--- src/rtl/palmpilot_pkg.sv ---
`default_nettype none
// ============================================================================
// Module      : palmpilot_pkg
// Description : Shared widths, limits and state encoding for the score timer
//               and the leaderboard it feeds. Also holds the helper that maps
//               a raw tick count onto a reportable (non-zero) score.
// Revision    : 1.0 - initial release
// ============================================================================
package palmpilot_pkg;

  // Score width and saturation ceiling shared with the leaderboard.
  localparam int SCORE_W   = 10;
  localparam int SCORE_MAX = 1023;

  typedef logic [SCORE_W-1:0] score_t;

  // Round state encoding; kept as plain constants so legacy blocks that
  // compare raw state bits stay compatible.
  localparam int         STATE_W = 2;
  localparam logic [1:0] IDLE    = 2'd0;
  localparam logic [1:0] RUN     = 2'd1;
  localparam logic [1:0] DONE    = 2'd2;

  // A score of 0 means "empty slot" downstream, so a completed round that
  // never saw a tick still reports 1.
  function automatic score_t score_floor(input score_t v);
    return (v == '0) ? score_t'(1) : v;
  endfunction

endpackage : palmpilot_pkg
`default_nettype wire

--- src/rtl/score_timer_if.sv ---
`default_nettype none
// ============================================================================
// Module      : score_timer_if
// Description : Control/result bundle between a game controller (master) and
//               the score timer (slave).
//   start     : master -> slave, level, begins a round from IDLE
//   finish    : master -> slave, level, ends the running round successfully
//   abort     : master -> slave, level, discards the running round
//   penalty   : master -> slave, one-cycle pulse (only with SCORE_PENALTY_EN)
//   new_score : slave -> master, final score, non-zero for one cycle per round
//   elapsed   : slave -> master, live tick count of current/last round
//   busy      : slave -> master, high while a round runs
// Build macro : SCORE_PENALTY_EN adds the penalty signal.
// Revision    : 1.0 - initial release
// ============================================================================
interface score_timer_if;
  import palmpilot_pkg::*;

  logic   start;
  logic   finish;
  logic   abort;
`ifdef SCORE_PENALTY_EN
  logic   penalty;
`endif
  score_t new_score;
  score_t elapsed;
  logic   busy;

  modport master (
`ifdef SCORE_PENALTY_EN
    output penalty,
`endif
    output start,
    output finish,
    output abort,
    input  new_score,
    input  elapsed,
    input  busy
  );

  modport slave (
`ifdef SCORE_PENALTY_EN
    input  penalty,
`endif
    input  start,
    input  finish,
    input  abort,
    output new_score,
    output elapsed,
    output busy
  );

endinterface : score_timer_if
`default_nettype wire

--- src/rtl/tick_prescaler.sv ---
`default_nettype none
// ============================================================================
// Module      : tick_prescaler
// Description : Divides clk down to a one-cycle tick every DIV enabled cycles.
//               The first tick after a clear lands DIV enabled cycles later.
//   clk     : in  system clock
//   reset_n : in  asynchronous active-low reset
//   clear   : in  restart the division count (has priority over enable)
//   enable  : in  advance the count this cycle
//   tick    : out high during the last cycle of each DIV-cycle period
// Revision    : 1.0 - initial release
// ============================================================================
module tick_prescaler #(
  parameter int DIV = 10
) (
  input  logic clk,
  input  logic reset_n,
  input  logic clear,
  input  logic enable,
  output logic tick
);

  localparam int               CNT_W    = (DIV > 1) ? $clog2(DIV) : 1;
  localparam logic [CNT_W-1:0] CNT_LAST = CNT_W'(DIV - 1);

  logic [CNT_W-1:0] cnt_q;
  logic [CNT_W-1:0] cnt_d;

  // tick is combinational so the consumer counts it on the same edge that
  // wraps the counter; this makes the tick land exactly DIV edges after clear.
  always_comb begin
    cnt_d = cnt_q;
    tick  = 1'b0;
    if (clear) begin
      cnt_d = '0;
    end else if (enable) begin
      if (cnt_q == CNT_LAST) begin
        cnt_d = '0;
        tick  = 1'b1;
      end else begin
        cnt_d = cnt_q + CNT_W'(1);
      end
    end
  end

  always_ff @(posedge clk or negedge reset_n) begin
    if (!reset_n) begin
      cnt_q <= '0;
    end else begin
      cnt_q <= cnt_d;
    end
  end

endmodule : tick_prescaler
`default_nettype wire

--- src/rtl/score_timer.sv ---
`default_nettype none
// ============================================================================
// Module      : score_timer
// Description : Times one game round in ticks of 1/TICK_HZ seconds and hands
//               the result to the leaderboard as a single-cycle new_score.
//   clk     : in  system clock (CLK_HZ)
//   reset_n : in  asynchronous active-low reset
//   bus     : score_timer_if.slave - start/finish/abort(/penalty) in,
//             new_score/elapsed/busy out
// Build macro : SCORE_PENALTY_EN - adds the penalty input; each pulse in RUN
//               adds PENALTY_TICKS to the elapsed count.
// Revision    : 1.0 - initial release
// ============================================================================
module score_timer
  import palmpilot_pkg::*;
#(
  parameter int CLK_HZ        = 100000000,
  parameter int TICK_HZ       = 10,
  parameter int PENALTY_TICKS = 20
) (
  input  logic                clk,
  input  logic                reset_n,
  score_timer_if.slave        bus
);

  // Nonsensical parameter sets fall back to ticking every cycle instead of
  // dividing by zero at elaboration.
  localparam bit PARAMS_OK = (TICK_HZ > 0) && (CLK_HZ >= TICK_HZ) &&
                             (PENALTY_TICKS >= 0);
  localparam int DIV       = PARAMS_OK ?
                             (CLK_HZ / ((TICK_HZ > 0) ? TICK_HZ : 1)) : 1;

  logic [STATE_W-1:0] state_q;
  logic [STATE_W-1:0] state_d;
  score_t             elapsed_q;
  score_t             elapsed_d;
  score_t             elapsed_inc;
  logic [31:0]        sum;
  logic               tick;
  logic               presc_clear;
  logic               presc_en;

  // The prescaler restarts on the same edge that accepts start, so every
  // round gets a full DIV cycles before its first point.
  assign presc_clear = (state_q == IDLE) && bus.start;
  assign presc_en    = (state_q == RUN);

  tick_prescaler #(
    .DIV     (DIV)
  ) u_tick_prescaler (
    .clk     (clk),
    .reset_n (reset_n),
    .clear   (presc_clear),
    .enable  (presc_en),
    .tick    (tick)
  );

  // Elapsed update for a RUN cycle: tick and penalty may coincide and both
  // count. Summed wide so the saturation compare cannot wrap.
  always_comb begin
    sum = 32'(elapsed_q) + 32'(tick);
`ifdef SCORE_PENALTY_EN
    if (bus.penalty) begin
      sum = sum + 32'(PENALTY_TICKS);
    end
`endif
    elapsed_inc = (sum > 32'(SCORE_MAX)) ? score_t'(SCORE_MAX) : score_t'(sum);
  end

  // Round control. The update is applied on the finish edge as well, so a
  // tick landing on that edge is part of the captured score.
  always_comb begin
    state_d   = state_q;
    elapsed_d = elapsed_q;
    case (state_q)
      IDLE: begin
        if (bus.start) begin
          state_d   = RUN;
          elapsed_d = '0;
        end
      end
      RUN: begin
        elapsed_d = elapsed_inc;
        if (bus.abort) begin
          state_d = IDLE;
        end else if (bus.finish) begin
          state_d = DONE;
        end
      end
      DONE: begin
        state_d = IDLE;
      end
      default: begin
        state_d = IDLE;
      end
    endcase
  end

  always_ff @(posedge clk or negedge reset_n) begin
    if (!reset_n) begin
      state_q   <= IDLE;
      elapsed_q <= '0;
    end else begin
      state_q   <= state_d;
      elapsed_q <= elapsed_d;
    end
  end

  // Decoded from state so reset clears the pulse immediately.
  assign bus.new_score = (state_q == DONE) ? score_floor(elapsed_q) : '0;
  assign bus.elapsed   = elapsed_q;
  assign bus.busy      = (state_q == RUN);

endmodule : score_timer
`default_nettype wire
--- src/flat_wrapper.sv ---
// flat-port wrapper written by rule: the top's interface ports become plain ports
module score_timer_flat import palmpilot_pkg::*;
#(
  parameter int CLK_HZ        = 100000000,
  parameter int TICK_HZ       = 10,
  parameter int PENALTY_TICKS = 20
)
  (clk, reset_n, bus_start, bus_finish, bus_abort, bus_new_score, bus_elapsed, bus_busy);
  score_timer_if bus_i ();
  input  logic clk;
  input  logic reset_n;
  input wire logic [$bits(bus_i.start)-1:0] bus_start;
  input wire logic [$bits(bus_i.finish)-1:0] bus_finish;
  input wire logic [$bits(bus_i.abort)-1:0] bus_abort;
  output wire logic [$bits(bus_i.new_score)-1:0] bus_new_score;
  output wire logic [$bits(bus_i.elapsed)-1:0] bus_elapsed;
  output wire logic [$bits(bus_i.busy)-1:0] bus_busy;
  assign bus_i.start = bus_start;
  assign bus_i.finish = bus_finish;
  assign bus_i.abort = bus_abort;
  assign bus_new_score = bus_i.new_score;
  assign bus_elapsed = bus_i.elapsed;
  assign bus_busy = bus_i.busy;
  score_timer #(.CLK_HZ(CLK_HZ), .TICK_HZ(TICK_HZ), .PENALTY_TICKS(PENALTY_TICKS)) u_core (.clk(clk), .reset_n(reset_n), .bus(bus_i));
endmodule
--- config.mk ---
export PLATFORM = sky130hd
export DESIGN_NAME = score_timer_flat
export DESIGN_NICKNAME = d
export VERILOG_FILES = /design/src/rtl/palmpilot_pkg.sv /design/src/rtl/score_timer_if.sv /design/src/rtl/tick_prescaler.sv /design/src/rtl/score_timer.sv /design/src/flat_wrapper.sv
export SDC_FILE = /design/constraint.sdc
export NUM_CORES = 1
export LEC_CHECK = 0
export BUFFER_PORTS_ARGS = -buffer_cell sky130_fd_sc_hd__clkbuf_2
export CORE_ASPECT_RATIO = 1.25
export CORE_MARGIN = 3
export CORE_UTILIZATION = 45
export CTS_CLUSTER_DIAMETER = 60
export DETAILED_ROUTE_END_ITERATION = 10
export HOLD_SLACK_MARGIN = 0.06
export PLACE_DENSITY = 0.66
export RECOVER_POWER = 50
export SLEW_MARGIN = 20
export SYNTH_ARGS = -nofsm -noshare
export SYNTH_HDL_FRONTEND = slang
export SYNTH_HIERARCHICAL = 1
export SYNTH_SLANG_ARGS = --single-unit
--- constraint.sdc ---
create_clock -name clk -period 2.8 [get_ports clk]
set_input_delay 0.14 -clock clk [delete_from_list [all_inputs] [get_ports clk]]
set_output_delay 0.14 -clock clk [all_outputs]
set_load 0.02 [all_outputs]
# Yosys cells after proc, flatten, opt, wreduce, memory -nomap -nowiden

Index checks and enable logic that the tools add are counted.

Flip-flop bits (word level): 36
Logic and storage cells: 33
Input bits: 5

Eq/ne operators: 5
Add/sub/neg operators: 2
Muxes and demuxes: 15
Order comparisons: 1
Reduce and logical (&&, ||, !) cells: 7

Operators with widths:

| cell                                                                    | number |
|---|---|
| 24-bit 2-to-1 mux                                                       | 3 |
| 10-bit 2-to-1 mux                                                       | 4 |
| 32-bit by 10-bit > comparator with 1-bit output (second input constant) | 1 |
| 24-bit by 1-bit adder with 24-bit output (second input constant)        | 1 |
| 24-bit equality test (second input constant)                            | 1 |
| 10-bit case mux with 2 select lines                                     | 1 |
| 10-bit by 1-bit adder with 11-bit output                                | 1 |
| 10-bit zero test                                                        | 1 |
| 2-bit 2-to-1 mux                                                        | 3 |
| 2-bit case mux with 2 select lines                                      | 1 |
| 2-bit AND reduction                                                     | 2 |
| 2-bit nonzero test                                                      | 2 |
| 1-bit 2-to-1 mux                                                        | 3 |
| 3-bit inequality test (second input constant)                           | 1 |
| 2-bit by 1-bit equality test with 1-bit output (second input constant)  | 1 |
| 2-bit equality test (second input constant)                             | 1 |
| 2-bit zero test                                                         | 1 |
| 2-bit inequality test (second input constant)                           | 1 |
| 1-bit logical AND                                                       | 1 |

# Logic depth before layout (Yosys ltp)

Depth in word-level cells: 8
Depth in mapped cells: 12
Gate-level depth less buffers: 9

# Hierarchy

Netlist, hierarchy kept.

Modules (own cells, without submodules):

| module         | cells each | area an instance (um^2) | sequential area each (um^2) | times used |
|---|---|---|---|---|
| tick_prescaler | 154        | 1487.7                  | 600.6                       | 1 |
| score_timer    | 85         | 803.3                   | 300.3                       | 1 |

# Worst setup path before layout

Ideal clock, no wire load.

Path type: register to register
Start point: register u_core.state_q[1]
End point: register u_core.elapsed_q[7], in the netlist u_core/bus.elapsed[7]
Required time: 2.696 ns
Setup slack: -0.132 ns
Stages on the path, launching flop included: 13
Library setup time: 0.104 ns
Arrival: 2.828 ns
Cells stage by stage: dfrtp_1 nand2b_1 buf_2 clkinv_1 inv_1 clkbuf_1 nor4_1 ha_1 ha_1 nand4b_1 or4_4 buf_6 o311ai_1

Word-level cells in the longest chain between the ends: 7
Elaborated cells on any way between the ends: 12

Ends and longest elaborated chain:

| what                                               | line                 | text |
|---|---|---|
| from (decl)                                        | score_timer.sv:33    | `logic [STATE_W-1:0] state_q;` |
| from (signal assigned)                             | score_timer.sv:104   | `state_q <= state_d;` |
| 2-bit by 1-bit equality test with 1-bit output (*) | n/a                  |  |
| named net bus_busy                                 | flat_wrapper.sv:17   | `output wire logic [$bits(bus_i.busy)-1:0] bus_busy;` |
| 1-bit 2-to-1 mux (*)                               | tick_prescaler.sv:36 | `end else if (enable) begin` |
| 1-bit 2-to-1 mux (*)                               | tick_prescaler.sv:34 | `if (clear) begin` |
| named net u_core.tick                              | score_timer.sv:39    | `logic tick;` |
| 10-bit by 1-bit adder with 11-bit output (*)       | score_timer.sv:61    | `sum = 32'(elapsed_q) + 32'(tick);` |
| 32-bit by 10-bit > comparator with 1-bit output    | score_timer.sv:67    | `elapsed_inc = (sum > 32'(SCORE_MAX)) ? score_t'(SCORE_MAX) : score_t'(sum);` |
| 10-bit 2-to-1 mux (*)                              | score_timer.sv:67    |  |
| 10-bit case mux with 2 select lines (*)            | score_timer.sv:75    | `case (state_q)` |
| to (signal assigned)                               | score_timer.sv:105   | `elapsed_q <= elapsed_d;` |
| to (decl)                                          | score_timer.sv:35    | `score_t elapsed_q;` |

Mark *: on every way through the listed nets, which the timed path passes. The rest lies on a longest branch.
A chain may end at the register's enable or synchronous reset.

# Final worst setup path

Start point: register u_core.u_tick_prescaler.cnt_q[1]
End point: register u_core.elapsed_q[7], in the netlist u_core/bus.elapsed[7]

Word-level cells in the longest chain between the ends: 8

Ends and longest elaborated chain:

| what                                            | line                 | text |
|---|---|---|
| from (decl)                                     | tick_prescaler.sv:26 | `logic [CNT_W-1:0] cnt_q;` |
| from (signal assigned)                          | tick_prescaler.sv:50 | `cnt_q <= cnt_d;` |
| 24-bit equality test (*)                        | tick_prescaler.sv:37 | `if (cnt_q == CNT_LAST) begin` |
| 1-bit 2-to-1 mux (*)                            | tick_prescaler.sv:37 |  |
| 1-bit 2-to-1 mux (*)                            | tick_prescaler.sv:36 |  |
| 1-bit 2-to-1 mux (*)                            | tick_prescaler.sv:34 |  |
| named net u_core.tick                           | score_timer.sv:39    |  |
| 10-bit by 1-bit adder with 11-bit output (*)    | score_timer.sv:61    |  |
| 32-bit by 10-bit > comparator with 1-bit output | score_timer.sv:67    |  |
| 10-bit 2-to-1 mux (*)                           | score_timer.sv:67    |  |
| 10-bit case mux with 2 select lines (*)         | score_timer.sv:75    |  |

Marks and branches as above.

==> impl_metrics.tcl <==
set metrics [dict create \
    status "complete, but fails checks" \
    violations "max-capacitance violations, max-slew violations" \
    p_sw_frac 0.294 \
    fillers 457 \
    cap_violations 1 \
    fin_crit_sh 0.946 \
    netlist_area_um2 2290 \
    synth.most_common_cell "dfrtp_1" \
    h-tree-depth 2 \
    cpPeakStageDelay_ps 540 \
    drt-total-wl_mm 5.55 \
    tritoncts "built" \
    pwr-share-clk 0.320 \
    ys_warn_count 6 \
    synthCells 239 \
    grt_max_degree 37 \
    p_switching_mw 0.355 \
    synth_ff_type "dfrtp_1" \
    drt-wirelength-per-cell_um 16.4 \
    dieArea_um2 5990 \
    worst-path-buf-inv 0 \
    crit_top_cell "ha_2" \
    antenna_left 0 \
    cts_buffer_depth 2 \
    cp_top_family "simple AND/OR/NAND/NOR gates" \
    fin_crit_ps 2650 \
    layout_setup_ws_ps 150 \
    arrival_ps 2840 \
    fin_hold_ws_ps 226 \
    n_antenna_cell 0 \
    avgViaCountPerCell 6.25 \
    syn-num-nets 247 \
    path_max_fanout 7 \
    drive_gt1_frac 0.209 \
    syn_avg_cell_area_um2 9.59 \
    relSlewSlack -0.318 \
    finalSetupViolations 0 \
    grt_pass1_vias 2109 \
    post-route-cell-area_um2 2630 \
    holdCritPathClass "in2reg" \
    rows 28 \
    area.growth.synth_to_final_pct 14.9 \
    synth_common_cells "36 x dfrtp_1, 17 x a21oi_1, 17 x nand2_1" \
    antenna_found_initial 0 \
    fmax_ghz 0.377 \
    powerDensity_nw_per_um2 459 \
    clk_pin_slew_worst_paths_ps 70 \
    crit_chain "ha_1 -> and2_1 -> nand4_4 -> nor4_1 -> ha_2 -> ha_2 -> nand4b_1 -> or4_4 -> o311ai_1" \
    grt_overflow 0 \
    route.detailed.drc 0 \
    cpMaxStageDelayCell "or4_4" \
    grt_pass1_wl_mm 9.98 \
    synth_top_cell_by_area "dfrtp_1" \
    multiInputGateArea_um2 1290 \
    clock_skew_ps 6.37 \
    numCtsBuffers 5 \
    final_max_slew_viol_count 37 \
    regArea_um2 901 \
    hpwl_mm 3.98 \
    vias 2114 \
    vdd_drop_max_v 0.000364 \
    io_pins 26 \
    chipHeight_um 85.8 \
    synth_area_leaders "dfrtp_1 39%, a21oi_1 3.7%, nand3_1 3.3%" \
    cts.sinks 36 \
    seq_area_frac_synth 0.393 \
    placed_cell_area_um2 2510 \
    coreArea_um2 4830 \
    p_seq_frac 0.505 \
    initial_utilization 0.474 \
    die_w_um 69.8 \
    worstPathRequired_ps 2990 \
    p_leak_nw 1.14 \
    synth_edf_count 0 \
    ys_seq_elements 36 \
    setup_tns_ps 0 \
    worst_pin_slew_ps 1980 \
    p_comb_frac 0.176 \
    end_kind "register" \
    ctsRootBufferMaster "clkbuf_8" \
    nNetsFinal 285 \
    synth_top_area_share 0.393 \
    hold_viol 0 \
    ys_types 64 \
    cts_resized 0 \
    gp_congestion 0.914 \
    numPortBuffers 25 \
    drt_pass1_iterations 4 \
    drt_iter0_drc 113 \
    insertion_delay_ps 290 \
    rsz0062_at_grt "false" \
    p_int_mw 0.852 \
    start_kind "register" \
    dp_worst_setup_slack_ps 102 \
    async_flop_share 1.00 \
    track_usage 0.201 \
    path_class "reg2reg" \
]
==> final cells by class <==
type,count,area share
Sequential cell,36,0.342
Multi-Input combinational cell,185,0.492
Timing Repair Buffer,41,0.0894
Inverter,8,0.0133
Clock buffer,8,0.0342
Tap cell,60,0.0285
==> placed cells by master (no fill, tap or decap), types with 3 or more instances in the layout <==
master	n
and3_1	6
nor2_1	8
clkbuf_2	14
nand2_1	17
o21ai_0	6
clkbuf_8	6
nor4_1	3
o211ai_1	3
and2_1	10
o22ai_1	3
nor3_1	3
a21oi_1	17
inv_1	7
o21ai_1	3
buf_4	12
nand3_2	3
dlygate4sd3_1	3
clkbuf_1	14
dfrtp_1	36
or3_1	9
xor2_1	5
a31oi_1	4
nand4_1	8
nand3_1	15
o31ai_1	5
or4_1	4
==> sequential cells by signal, indices dropped and copies added, names as in the netlist <==
name and count:
u_core/bus.elapsed 10, u_core/state_q 2, u_core/u_tick_prescaler/cnt_q 24
==> metrics by stage <==
| step | power [mW] | utilization | instances |
|---|---|---|---|
| CTS | 1.21 | 0.545 | 336 |
| floorplan | 0.738 | - | 239 |
| detailed placement | 0.815 | 0.520 | 325 |
| global placement | 0.808 | 0.520 | 325 |
| finish | 1.21 | 0.544 | 338 |
| global route | 1.28 | 0.544 | 338 |
==> worst paths after layout <==
path | startpoint | slack, ps | cells past startpoint | end
max in group asynchronous | reset_n | 720 | 2 | u_core/state_q[0]
worst min register to register | u_core/u_tick_prescaler/cnt_q[9] | 540 | 1 | u_core/u_tick_prescaler/cnt_q[9]
min in group asynchronous | reset_n | 940 | 2 | u_core/u_tick_prescaler/cnt_q[15]
worst max register to register | u_core/u_tick_prescaler/cnt_q[1] | 150 | 9 | u_core/bus.elapsed[7]
worst min-delay path | bus_start | 230 | 3 | u_core/bus.elapsed[8]
worst max-delay path | u_core/u_tick_prescaler/cnt_q[1] | 150 | 9 | u_core/bus.elapsed[7]
==> power by group through the flow <==
stage	Combinational, mW	Clock, mW	Sequential, mW
after global placement	0.192	0	0.616
after detailed placement	0.197	0	0.618
after global routing	0.240	0.421	0.616
final	0.212	0.386	0.609
after floorplan	0.131	0	0.607
after CTS	0.200	0.398	0.608
==> logic make-up (layout without fill, tap and decap cells) <==
family | after synthesis | in the layout | share of synthesized area
adder cells (fa/ha/maj) | 3 | 3 | 0.0164
XOR/XNOR | 5 | 5 | 0.0191
AND/OR/NAND/NOR | 110 | 110 | 0.313
buffers and inverters | 18 | 57 | 0.0437
flip-flops | 36 | 36 | 0.393
AO/OA/AOI/OAI | 66 | 66 | 0.210
multiplexers | 1 | 1 | 0.00491
==> metal layers <==
layer,routed length [um],up-vias,track usage
met2,2880,66,0.360
li1,-,992,-
met3,270,10,0.0328
met4,83,0,0.0645
met5,0,-,0
met1,2320,1046,0.245
==> worst min-delay path, cell delays in order <==
cell and delay [ps]:
clkbuf_2 90, o21ba_2 160, a2bb2oi_1 70
==> repair_timing <==
action	in CTS	in global routing
setup buffers	0	2
hold endpoints to repair	38	0
setup endpoints to repair	0	7
hold buffers	3	0
Power figures use the tool's default switching activity.
